File: src/rtl/fft_result_reader.sv
// fft_result_reader
// Captures one parallel frame of N complex FFT results and streams it out one
// sample per valid/ready handshake. All outputs are registered.
// Optional build macro: FFT_BITREV_EN. When it is defined, bins leave in
// bit-reversed index order. When it is undefined, bins leave in natural order.

module fft_result_reader #(
  parameter int N   = 16,
  parameter int MSB = 16
) (
  input  logic                      clk,
  input  logic                      rst,
  input  logic                      frame_valid,
  input  logic [N-1:0][MSB-1:0]     frame_in,
  output logic [MSB-1:0]            sample_out,
  output logic [$clog2(N)-1:0]      sample_addr,
  output logic                      sample_valid,
  input  logic                      sample_ready,
  output logic                      sample_last,
  output logic                      busy,
  output logic                      overflow
);

  localparam int             AW       = $clog2(N);
  localparam logic [AW-1:0]  LAST_IDX = AW'(N - 1);

  typedef enum logic {
    IDLE,
    STREAM
  } state_t;

  state_t                    state;
  state_t                    state_next;
  logic [AW-1:0]             idx;
  logic [AW-1:0]             idx_next;
  logic [AW-1:0]             addr_next;
  logic [MSB-1:0]            data_next;
  logic                      capture;
  logic                      drop;
  logic                      handshake;
  logic [N-1:0][MSB-1:0]     frame_buf;

  // Map the stream position to the bin index that leaves at that position.
  function automatic logic [AW-1:0] ord(input logic [AW-1:0] i);
    logic [AW-1:0] r;
`ifdef FFT_BITREV_EN
    for (int b = 0; b < AW; b++) begin
      r[b] = i[AW-1-b];
    end
`else
    r = i;
`endif
    return r;
  endfunction

  // State and stream position register.
  always_ff @(posedge clk) begin
    if (rst) begin
      state <= IDLE;
      idx   <= '0;
    end else begin
      state <= state_next;
      idx   <= idx_next;
    end
  end

  // Next state, next position, frame capture and drop decisions.
  always_comb begin
    state_next = state;
    idx_next   = idx;
    capture    = 1'b0;
    drop       = 1'b0;
    handshake  = sample_valid & sample_ready;
    case (state)
      IDLE: begin
        if (frame_valid) begin
          capture    = 1'b1;
          idx_next   = '0;
          state_next = STREAM;
        end
      end
      STREAM: begin
        if (handshake) begin
          if (idx == LAST_IDX) begin
            idx_next = '0;
            if (frame_valid) begin
              capture    = 1'b1;
              state_next = STREAM;
            end else begin
              state_next = IDLE;
            end
          end else begin
            idx_next = idx + 1'b1;
          end
        end
        if (frame_valid && !capture) begin
          drop = 1'b1;
        end
      end
      default: begin
        state_next = IDLE;
        idx_next   = '0;
      end
    endcase
  end

  // Output data for the next cycle. A freshly captured frame is read straight
  // from the bus because the buffer only updates at the same edge.
  always_comb begin
    addr_next = ord(idx_next);
    data_next = capture ? frame_in[addr_next] : frame_buf[addr_next];
  end

  // Frame buffer. It is deliberately not reset, because only captured data is ever shown.
  always_ff @(posedge clk) begin
    if (!rst && capture) begin
      frame_buf <= frame_in;
    end
  end

  // Registered outputs. The outputs are derived from the next state, so they never depend combinationally on sample_ready.
  always_ff @(posedge clk) begin
    if (rst) begin
      sample_out   <= '0;
      sample_addr  <= '0;
      sample_valid <= 1'b0;
      sample_last  <= 1'b0;
      busy         <= 1'b0;
      overflow     <= 1'b0;
    end else begin
      sample_valid <= (state_next == STREAM);
      busy         <= (state_next == STREAM);
      sample_last  <= (state_next == STREAM) && (idx_next == LAST_IDX);
      sample_addr  <= (state_next == STREAM) ? addr_next : '0;
      sample_out   <= (state_next == STREAM) ? data_next : '0;
      overflow     <= overflow | drop;
    end
  end

endmodule

File: config.mk
export PLATFORM = sky130hd
export DESIGN_NAME = fft_result_reader
export DESIGN_NICKNAME = d
export VERILOG_FILES = /design/src/rtl/fft_result_reader.sv
export SDC_FILE = /design/constraint.sdc
export NUM_CORES = 1
export LEC_CHECK = 0
export BUFFER_PORTS_ARGS = -buffer_cell sky130_fd_sc_hd__buf_2
export CORE_MARGIN = 5
export CORE_UTILIZATION = 58
export DETAILED_ROUTE_END_ITERATION = 10
export GPL_TIMING_DRIVEN = 0
export HOLD_SLACK_MARGIN = 0.08
export PLACE_DENSITY = 0.91
export SETUP_SLACK_MARGIN = 0.3
export SYNTH_ARGS = -nofsm -noshare
export SYNTH_HDL_FRONTEND = slang
export SYNTH_SLANG_ARGS = --single-unit
File: constraint.sdc
create_clock -name clk -period 13 [get_ports clk]
set_clock_uncertainty 0.05 [all_clocks]
set_input_delay 2.6 -clock clk [delete_from_list [all_inputs] [get_ports clk]]
set_output_delay 2.6 -clock clk [all_outputs]
set_load 0.01 [all_outputs]
# Yosys cells after proc, flatten, opt, wreduce, memory -nomap -nowiden
# Cells that the tools add are included.
classes:
  add_sub_neg: 1
  order_cmp: 1
  n_eq_ne: 2
  mux: 19
  bitwise_logic: 4
  reduce_logical: 6
op_table:
  columns: ["operator", "n"]
  rows:
  - ["16-bit binary-select mux with 4-bit select", 2]
  - ["16-bit 2-to-1 mux", 3]
  - ["4-bit 2-to-1 mux", 3]
  - ["4-bit equality test (second input constant)", 2]
  - ["1-bit 2-to-1 mux", 8]
  - ["4-bit one-hot mux with 2 select lines", 1]
  - ["4-bit by 5-bit < comparator with 1-bit output (second input constant)", 1]
  - ["4-bit by 1-bit adder with 4-bit output (second input constant)", 1]
  - ["1-bit one-hot mux with 2 select lines", 2]
  - ["1-bit logical AND", 3]
  - ["1-bit logical NOT", 2]
  - ["1-bit inverter", 2]
  - ["2-bit OR reduction", 1]
  - ["1-bit bitwise AND", 1]
  - ["1-bit bitwise OR", 1]
totals:
  register_bits: 283
  input_bits: 260
  out_inout_bits: 24

# Longest topological paths before layout
# Gate-level depths: netlist of run 1.
logic_depth:
  depth_word: 9
  depth_mapped: 10
  depth_no_buf: 7

# Least setup slack after synthesis of run 1
# No wires, ideal clock.
synth_timing:
  kind: "input-to-reg"
  from: "input port sample_ready"
  to: "register frame_buf[0] in the netlist's numbering, enable pin"
  arrival_ps: 8419
  required_time_ps: 12345
  slack_ps: 3926
  stages: 5
  cell_sequence: "inv_1 -> o21ai_0 -> nand3b_1 -> clkbuf_1 -> inv_1"
synth_between:
  elab_chain_cells: 5
synth_lines:
  columns: ["item", "line", "source"]
  rows:
  - ["from (decl)", "18", "input logic sample_ready,"]
  - ["1-bit bitwise AND", "73", "handshake = sample_valid & sample_ready;"]
  - ["1-bit 2-to-1 mux", "83", "if (handshake) begin"]
  - ["1-bit 2-to-1 mux", "74", "case (state)"]
  - ["1-bit one-hot mux with 2 select lines", "74", null]
  - ["1-bit logical AND", "116", "if (!rst && capture) begin"]
  - ["to (signal assigned)", "117", "frame_buf <= frame_in;"]
  - ["to (decl)", "41", "logic [N-1:0][MSB-1:0] frame_buf;"]
# No other way between the ends. The select of a mux whose other input is x is not followed.
# A chain may end at the register's enable or synchronous reset.

# Final worst setup path of run 1
layout_timing:
  from: "input port sample_ready"
  to: "register frame_buf[202] in the netlist's numbering, enable pin"
# The elaborated chain is that of the path after synthesis.

==> results of run 1 <==
[metrics by stage]
step,hold slack (ns),power [mW]
3_5_place_dp,0.399,1.25
6_report,0.436,2.05
3_3_place_gp,0.394,1.25
2_1_floorplan,0.452,1.17
5_1_grt,0.497,2.11
4_1_cts,0.440,2.05
[state kept, by name, indices dropped and copies added (netlist names)]
| register | count |
|---|---|
| frame_buf | 256 |
| sample_out | 16 |
| idx | 4 |
| sample_addr | 4 |
| busy | 1 |
| overflow | 1 |
| sample_last | 1 |
[kinds of logic (layout without fill, tap and decap cells)]
kind of cell    after synthesis  count (layout)  share of synthesized area
compound gates               60              60                     0.0409
xor+xnor                      1               1                   0.000736
fa+ha+maj                     1               1                    0.00105
buf+inv                      61             396                     0.0271
flops                       283             283                      0.692
mux                         147             147                      0.124
other cells                   0              17                          0
simple gates                310             310                      0.115
[cells in the mapped netlist, types with 2 or more instances]
| cell | n | area share |
|---|---|---|
| mux2i_1 | 145 | 0.12 |
| and2_1 | 2 | 0.0011 |
| nand2_1 | 192 | 0.061 |
| a22o_1 | 2 | 0.0015 |
| a32oi_1 | 32 | 0.024 |
| buf_4 | 10 | 0.0063 |
| inv_1 | 3 | 0.00095 |
| clkbuf_1 | 12 | 0.0038 |
| o211ai_1 | 16 | 0.010 |
| edfxtp_1 | 256 | 0.65 |
| nand4_1 | 32 | 0.017 |
| nor2_1 | 11 | 0.0035 |
| and3_1 | 3 | 0.0016 |
| a21oi_1 | 2 | 0.00084 |
| dfxtp_1 | 27 | 0.045 |
| o21ai_0 | 2 | 0.00084 |
| nand3_1 | 66 | 0.028 |
| buf_2 | 33 | 0.014 |
| buf_6 | 2 | 0.0019 |
[metal layers]
metal	wire length [µm]	part of all wire	track usage
met5	62	0.0018	0
met4	1830	0.052	0.146
met3	3260	0.093	0.0560
met2	17100	0.49	0.478
met1	12900	0.37	0.361
[power breakdown]
group	leakage [nW]	switching, mW	internal (mW)
registers	2.59	0.0102	1.03
logic	3.34	0.117	0.0772
clock network	0.463	0.333	0.481
total	6.39	0.460	1.59
[worst paths after layout]
path / start / end / cells after the start
worst max-delay path: sample_ready / frame_buf[202] / 7
worst min-delay path: overflow / overflow / 2
worst max register to register: idx[0] / frame_buf[202] / 7
worst min register to register: overflow / overflow / 2
[final cells by class]
type / instances / area (µm²) / share of cell area
Sequential cell: 283 / 8230 / 0.562
Multi-Input combinational cell: 519 / 3340 / 0.228
Timing Repair Buffer: 283 / 1440 / 0.0982
Clock buffer: 36 / 782 / 0.0534
Tap cell: 270 / 338 / 0.0231
Buffer: 58 / 312 / 0.0213
Clock inverter: 16 / 148 / 0.0101
Antenna cell: 17 / 42.5 / 0.00290
Inverter: 3 / 18.8 / 0.00128
[worst register-to-register path, stage by stage, from the launching register on]
cell	delay [ns]
dfxtp_1	0.41
ha_1	0.22
nand3_1	0.16
o21ai_0	0.45
nand3b_1	0.50
clkbuf_1	0.47
inv_8	0.69
buf_16	0.55
==> results.json, run 1 <==
{
  "layout_common_cells": "buf_2, edfxtp_1, nand2_1",
  "hold_path_class": "reg2reg",
  "cts_setup_buffers": 0,
  "gr-total-overflow": 0,
  "rsz0062_at_grt": "false",
  "totalWireLength_um": 35200,
  "drive_gt1_frac": 0.313,
  "layout_commonest_cell": "buf_2",
  "crit_type": "in2reg",
  "die_h_um": 153,
  "maxSlewHeadroom": 0.442,
  "worstSkewPairLatency_ns": 0.54,
  "power.leakage_nw": 6.39,
  "max_stage_delay_ns": 0.69,
  "synth_area_um2": 11900,
  "synth-seq-cells": 283,
  "p_per_area_nw_per_um2": 140,
  "netlist-cell-type-count": 34,
  "area_delta_synth_final_pct": 23.2,
  "worstPathCellList": "buf_2 -> inv_1 -> o21ai_0 -> nand3b_1 -> clkbuf_1 -> inv_8 -> buf_16",
  "finish.instance_area_um2": 14700,
  "rows": 52,
  "synthArstFlopShare": 0,
  "fin_util": 0.724,
  "fin_crit_sh": 0.421,
  "setup_viol_count_final": 0,
  "syn_inst": 863,
  "tightest_slew_ns": 0.837,
  "end_kind": "flip-flop",
  "stdcell_count": 1485,
  "layout.nets": 1437,
  "die_w_um": 153,
  "coreArea_um2": 20200,
  "grt_usage": 0.288,
  "cts_num_sinks": 283,
  "synth_edf_count": 256,
  "critical_path.max_fanout": 136,
  "ant_nets": 0,
  "cts_root_buf": "clkbuf_16",
  "dieArea_um2": 23500,
  "cts-resized-gates": 0,
  "path_delay_family": "buffers and inverters",
  "avgViaCountPerCell": 6.03,
  "place.gp.congestion": 0.890,
  "cap_viol_max_count": 0,
  "initial_core_util": 0.588,
  "cp_slowest_cell": "inv_8",
  "cp.required_ns": 13.12,
  "clk_pin_slew_ns": 0.06,
  "grt_pass1_vias": 9219,
  "clock_tree.htree_level_count": 1,
  "grt_max_degree": 137,
  "critPathBufInv": 5,
  "hold_viol": 0,
  "drv_slew": 0,
  "drc_errors": 0,
  "period_needed_ns": 5.47,
  "ios": 284,
  "status": "finished clean",
  "place_inst": 1416,
  "setup_slack_ns": 7.53,
  "fill_cells": 1312,
  "grt_pass1_wl_um": 51300,
  "io_buffers": 282,
  "ys.flop_type": "edfxtp_1",
  "hpwl_um": 25000,
  "drt_first_pass_iters": 6,
  "synth-seq-area-share": 0.692,
  "cts_made_buffers": 28,
  "place_area_um2": 13700,
  "start_kind": "input port",
  "drt_iter0_drc": 899,
  "antenna_found_initial": 20,
  "routedWlPerCell_um": 23.7,
  "dp_worst_setup_slack_ns": 7.05,
  "fmax_mhz": 183,
  "syn_area_per_cell_um2": 13.8,
  "cts_buffer_depth": 3,
  "setup_tns_ns": 0,
  "arrival_ns": 5.59,
  "hold_buffers": 0,
  "ys.warnings.count": 0,
  "vdd_ir_drop_max_mv": 0.108,
  "num_vias": 8949,
  "r2r_slack_ns": 9.00,
  "syn-num-nets": 1124,
  "cts_tree": "yes"
}
Note: power is estimated with default switching activity, not from simulation.
==> inputs of run 2 (changes only) <==
Settings changed: CORE_UTILIZATION 58 to 54, PLACE_DENSITY 0.91 to 0.86.
Clock period 13 ns to 5.6 ns, I/O delays scaled along.
==> results.json, run 2 (same netlist as run 1, synthesis figures left out) <==
{
  "status": "finished clean",
  "dieArea_um2": 25100,
  "fmax_mhz": 277,
  "antenna_found_initial": 17,
  "place.gp.congestion": 0.893,
  "drt_first_pass_iters": 5,
  "power.leakage_nw": 6.42,
  "ant_nets": 0,
  "start_kind": "flip-flop",
  "area_delta_synth_final_pct": 24.1,
  "maxSlewHeadroom": 0.411,
  "cts_num_sinks": 283,
  "gr-total-overflow": 0,
  "clock_tree.htree_level_count": 1,
  "coreArea_um2": 21800,
  "stdcell_count": 1497,
  "grt_pass1_vias": 9023,
  "routedWlPerCell_um": 23.5,
  "grt_usage": 0.274,
  "r2r_cells": 9,
  "initial_core_util": 0.547,
  "cts-resized-gates": 0,
  "end_kind": "flip-flop",
  "io_buffers": 282,
  "avgViaCountPerCell": 5.87,
  "largest-register": "frame_buf",
  "cp.required_ns": 5.78,
  "cts_tree": "yes",
  "drc_errors": 0,
  "vdd_ir_drop_max_mv": 0.268,
  "hold_path_class": "reg2reg",
  "fill_cells": 1562,
  "layout.nets": 1443,
  "place_inst": 1431,
  "totalWireLength_um": 35200,
  "cts_buffer_depth": 3,
  "multi_input_area_um2": 3360,
  "grt_pass1_wl_um": 50900,
  "seq_area_um2": 8230,
  "tightest_slew_ns": 0.879,
  "rows": 54,
  "r2r_slack_ns": 1.98,
  "period_needed_ns": 3.62,
  "min_path_cells": 2,
  "worstSkewPairLatency_ns": 0.55,
  "cts_setup_buffers": 0,
  "critical_path.max_fanout": 44,
  "num_vias": 8790,
  "die_h_um": 158,
  "hpwl_um": 25400,
  "grt_max_degree": 45,
  "arrival_ns": 3.79,
  "hold_buffers": 0,
  "layout_commonest_cell": "buf_2",
  "cap_viol_max_count": 0,
  "layout_common_cells": "buf_2, edfxtp_1, nand2_1",
  "die_w_um": 158,
  "clk_pin_slew_ns": 0.06,
  "hold_viol": 0,
  "drt_iter0_drc": 813,
  "top_regs": "frame_buf x256, sample_out x16",
  "drv_slew": 0,
  "largest_register_ff_count": 256,
  "ios": 284,
  "cts_root_buf": "clkbuf_16",
  "cts_made_buffers": 29,
  "holdWs_ns": 0.425,
  "fin_crit_sh": 0.646,
  "setup_viol_count_final": 0,
  "crit_type": "reg2reg",
  "p_per_area_nw_per_um2": 321,
  "rsz0062_at_grt": "false",
  "drive_gt1_frac": 0.318
}
[run 2: changes by cell type in the layout (fill, tap and decap cells not counted), moves of 2 or more]
cell,delta
buf_12,+6
clkinvlp_4,+3
diode_2,-3
clkinv_2,-2
[run 2: final timing paths]
| check | startpoint | endpoint |
|---|---|---|
| max reg2reg | idx[0] | frame_buf[3] |
| max | idx[0] | frame_buf[3] |
| min | overflow | overflow |
| min reg2reg | overflow | overflow |
[run 2: layer usage]
layer | GRT usage | part of all wire | up-vias
met5 | 0 | 0.00094 | -
met4 | 0.144 | 0.057 | 6
met3 | 0.0612 | 0.10 | 111
met2 | 0.450 | 0.49 | 534
met1 | 0.343 | 0.35 | 4220
li1 | - | - | 3919
[run 2: cell type report]
type                       count  share of cell area
sequential                   283               0.557
multi-input combinational    519               0.227
timing repair buffer         288               0.104
clock buffer                  37              0.0532
tap                          280              0.0237
buffer                        58              0.0225
clock inverter                15             0.00831
antenna                       14             0.00237
inverter                       3             0.00119
[run 2: worst max-delay path, cell delays in order, from the launching register on]
cell,delay (ns)
dfxtp_1,0.42
ha_1,0.22
nand3_1,0.21
o21ai_4,0.25
nand3b_1,0.40
clkbuf_8,0.35
clkinvlp_4,0.52
buf_12,0.30
buf_12,0.26
buf_12,0.28
[run 2: through the flow]
step | util | setup slack, ns | power [mW] | cell area [µm²] | setup TNS (ns)
3_5_place_dp | 0.635 | 1.62 | 2.92 | 13800 | 0
2_1_floorplan | - | -0.314 | 2.71 | 11900 | -80.48
3_3_place_gp | 0.630 | -2.04 | 2.91 | 13700 | -519.13
5_1_grt | 0.678 | 1.84 | 4.90 | 14800 | 0
4_1_cts | 0.677 | 2.03 | 4.75 | 14700 | 0
6_report | 0.678 | 1.98 | 4.74 | 14800 | 0
[run 2: power by group]
part | internal (mW) | switching (mW) | total, mW
Sequential | 2.40 | 0.0230 | 2.42
Clock | 1.07 | 0.780 | 1.85
Combinational | 0.188 | 0.273 | 0.461
==> inputs of run 3 (changes only) <==
Settings changed: ABC_AREA set to 1, CORE_UTILIZATION 54 to 50, PLACE_DENSITY 0.86 to 0.83.
Clock period 5.6 ns to 3.08 ns, I/O delays scaled along.
==> results.json, run 3 <==
{
  "coreArea_um2": 27800,
  "setup_slack_ns": 0.383,
  "crit_type": "reg2reg",
  "dp_worst_setup_slack_ns": 0.0517,
  "switching_share": 0.245,
  "synth-seq-cells": 283,
  "cts_made_buffers": 30,
  "ant_nets": 0,
  "start_kind": "flip-flop",
  "netlist-cell-type-count": 23,
  "pwr-share-comb": 0.119,
  "synth-seq-area-share": 0.586,
  "grt_pass1_vias": 11800,
  "ys.warnings.count": 0,
  "hold_path_class": "in2reg",
  "ys_top_cells_by_area": "edfxtp_1, nand3_1, nand2_1",
  "holdWs_ns": 0.171,
  "stdcell_count": 2301,
  "num_vias": 12100,
  "drive_gt1_frac": 0.214,
  "synthArstFlopShare": 0,
  "tightest_slew_ns": 0.662,
  "regToRegStartpoint": "idx[0]",
  "syn_area_per_cell_um2": 8.93,
  "clk_pin_slew_ns": 0.06,
  "cts_root_buf": "clkbuf_16",
  "maxSlewHeadroom": 0.557,
  "top_regs": "frame_buf x256, sample_out x16",
  "cts_tree": "yes",
  "io_buffers": 282,
  "p_int_mw": 6.99,
  "layout.nets": 2159,
  "syn_inst": 1573,
  "fin_util": 0.621,
  "multi_input_area_um2": 4160,
  "largest_register_ff_count": 256,
  "grt_usage": 0.281,
  "cts_num_sinks": 283,
  "die_h_um": 178,
  "synth_area_um2": 14000,
  "status": "finished clean",
  "end_kind": "flip-flop",
  "p_per_area_nw_per_um2": 537,
  "rows": 61,
  "antenna_found_initial": 4,
  "fill_cells": 2422,
  "dieArea_um2": 31500,
  "place.gp.congestion": 1.05,
  "synth_largest_area_cell": "edfxtp_1",
  "layout_common_cells": "nand3_1, nand2_1, inv_1",
  "p_total_mw": 9.26,
  "gr-total-overflow": 0,
  "totalWireLength_um": 45100,
  "yosysMostFrequentCell": "nand3_1",
  "cp.required_ns": 3.48,
  "setup_viol_count_final": 0,
  "drt_iter0_drc": 1412,
  "ys.flop_type": "edfxtp_1",
  "critPathLaunch": "idx[0]",
  "die_w_um": 178,
  "layout_commonest_cell": "nand3_1",
  "synth_top_area_share": 0.547,
  "synth_edf_count": 256,
  "period_needed_ns": 2.70,
  "initial_core_util": 0.505,
  "avgViaCountPerCell": 5.24,
  "fin_crit_sh": 0.876,
  "routedWlPerCell_um": 19.6,
  "power.leakage_nw": 8.16,
  "arrival_ns": 3.10,
  "drv_slew": 0,
  "rsz0062_at_grt": "true",
  "cap_viol_max_count": 0,
  "place_inst": 2242,
  "p_sw_mw": 2.27,
  "hold_viol": 0,
  "power_frac_seq": 0.476,
  "cts_buffer_depth": 3,
  "grt_max_degree": 37,
  "worstHoldStart": "frame_in[219]",
  "seq_area_um2": 8230,
  "clock_tree.htree_level_count": 1,
  "largest-register": "frame_buf",
  "area_delta_synth_final_pct": 22.8,
  "synth.top_cells.by_count": "nand3_1, nand2_1, inv_1, edfxtp_1",
  "critical_path.max_fanout": 10,
  "ios": 284,
  "drc_errors": 0,
  "grt_pass1_wl_um": 66500,
  "worstSkewPairLatency_ns": 0.57,
  "syn-num-nets": 1834,
  "vdd_ir_drop_max_mv": 0.482,
  "fmax_mhz": 371,
  "hpwl_um": 34500,
  "p_clk_frac": 0.405,
  "drt_first_pass_iters": 6
}
[run 3: cell count changes after synthesis, sizes merged, moves of 70 or more]
cell    before  now
inv          3  317
nor2        11   81
nand3b       1   80
nand3       66  389
mux2i      145    0
nand2      192  318
[run 3: metrics by stage]
step | setup TNS (ns) | cell area (µm²)
final | 0 | 17200
after floorplan | -665.59 | 14100
after CTS | 0 | 17200
after detailed placement | 0 | 16200
after global placement | -1095.82 | 16000
after global routing | 0 | 17200
[run 3: metal layers]
metal | up-vias | part of all wire | GRT usage
met1 | 5556 | 0.39 | 0.367
met3 | 108 | 0.085 | 0.0401
met4 | 4 | 0.051 | 0.132
li1 | 5751 | - | -
met5 | - | 0.00042 | 0
met2 | 647 | 0.48 | 0.465
[run 3: repair_timing]
item / CTS / global route
resized for setup: 2 / 22
setup endpoints to repair: 120 / 15
buffers inserted: 0 / 2
hold buffers: 0 / 0
[run 3: critical path, stage by stage, from the launching register on]
cell and delay (ns):
dfxtp_1 0.43, ha_1 0.21, nand3_1 0.19, nand3_1 0.20, o21ai_4 0.15, inv_2 0.17, buf_1 0.46, nand3_1 0.30
nand3_1 0.20, nand2_1 0.06, nor2_1 0.08, nor2_1 0.06
[run 3: path summary, 6_finish.rpt]
| kind | slack, ns | end | cells past startpoint |
|---|---|---|---|
| hold / removal | 0.17 | frame_buf[219] | 1 |
| setup / recovery | 0.38 | sample_out[9] | 11 |
| setup reg to reg | 0.38 | sample_out[9] | 11 |
| hold reg to reg | 0.41 | overflow | 2 |
[run 3: layout make-up]
class	count	share of cell area
clock buffers	33	0.0442
well taps	378	0.0274
flip-flops and latches	283	0.477
multi-input cells	876	0.241
inverters	319	0.0697
diodes	2	0.000290
repair buffers	293	0.0948
plain buffers	95	0.0298
clock inverters	22	0.0150
[run 3: power groups by stage]
stage               Sequential, mW  Clock (mW)  Combinational [mW]
CTS                           4.41        3.77                1.09
detailed placement            4.49           0                1.08
finish                        4.41        3.75                1.10
floorplan                     4.50           0               0.582
global route                  4.42        3.94                1.20
global placement              4.51           0                1.03
[run 3: kinds of logic (layout without fill, tap and decap cells)]
family	Yosys count	in the layout	share of synthesized area
AOI/OAI and AO/OA	7	7	0.00392
buffers and inverters	414	762	0.120
other	0	2	0
adders and majority gates	1	1	0.000891
and+or+nand+nor	868	868	0.289
DFF	283	283	0.586
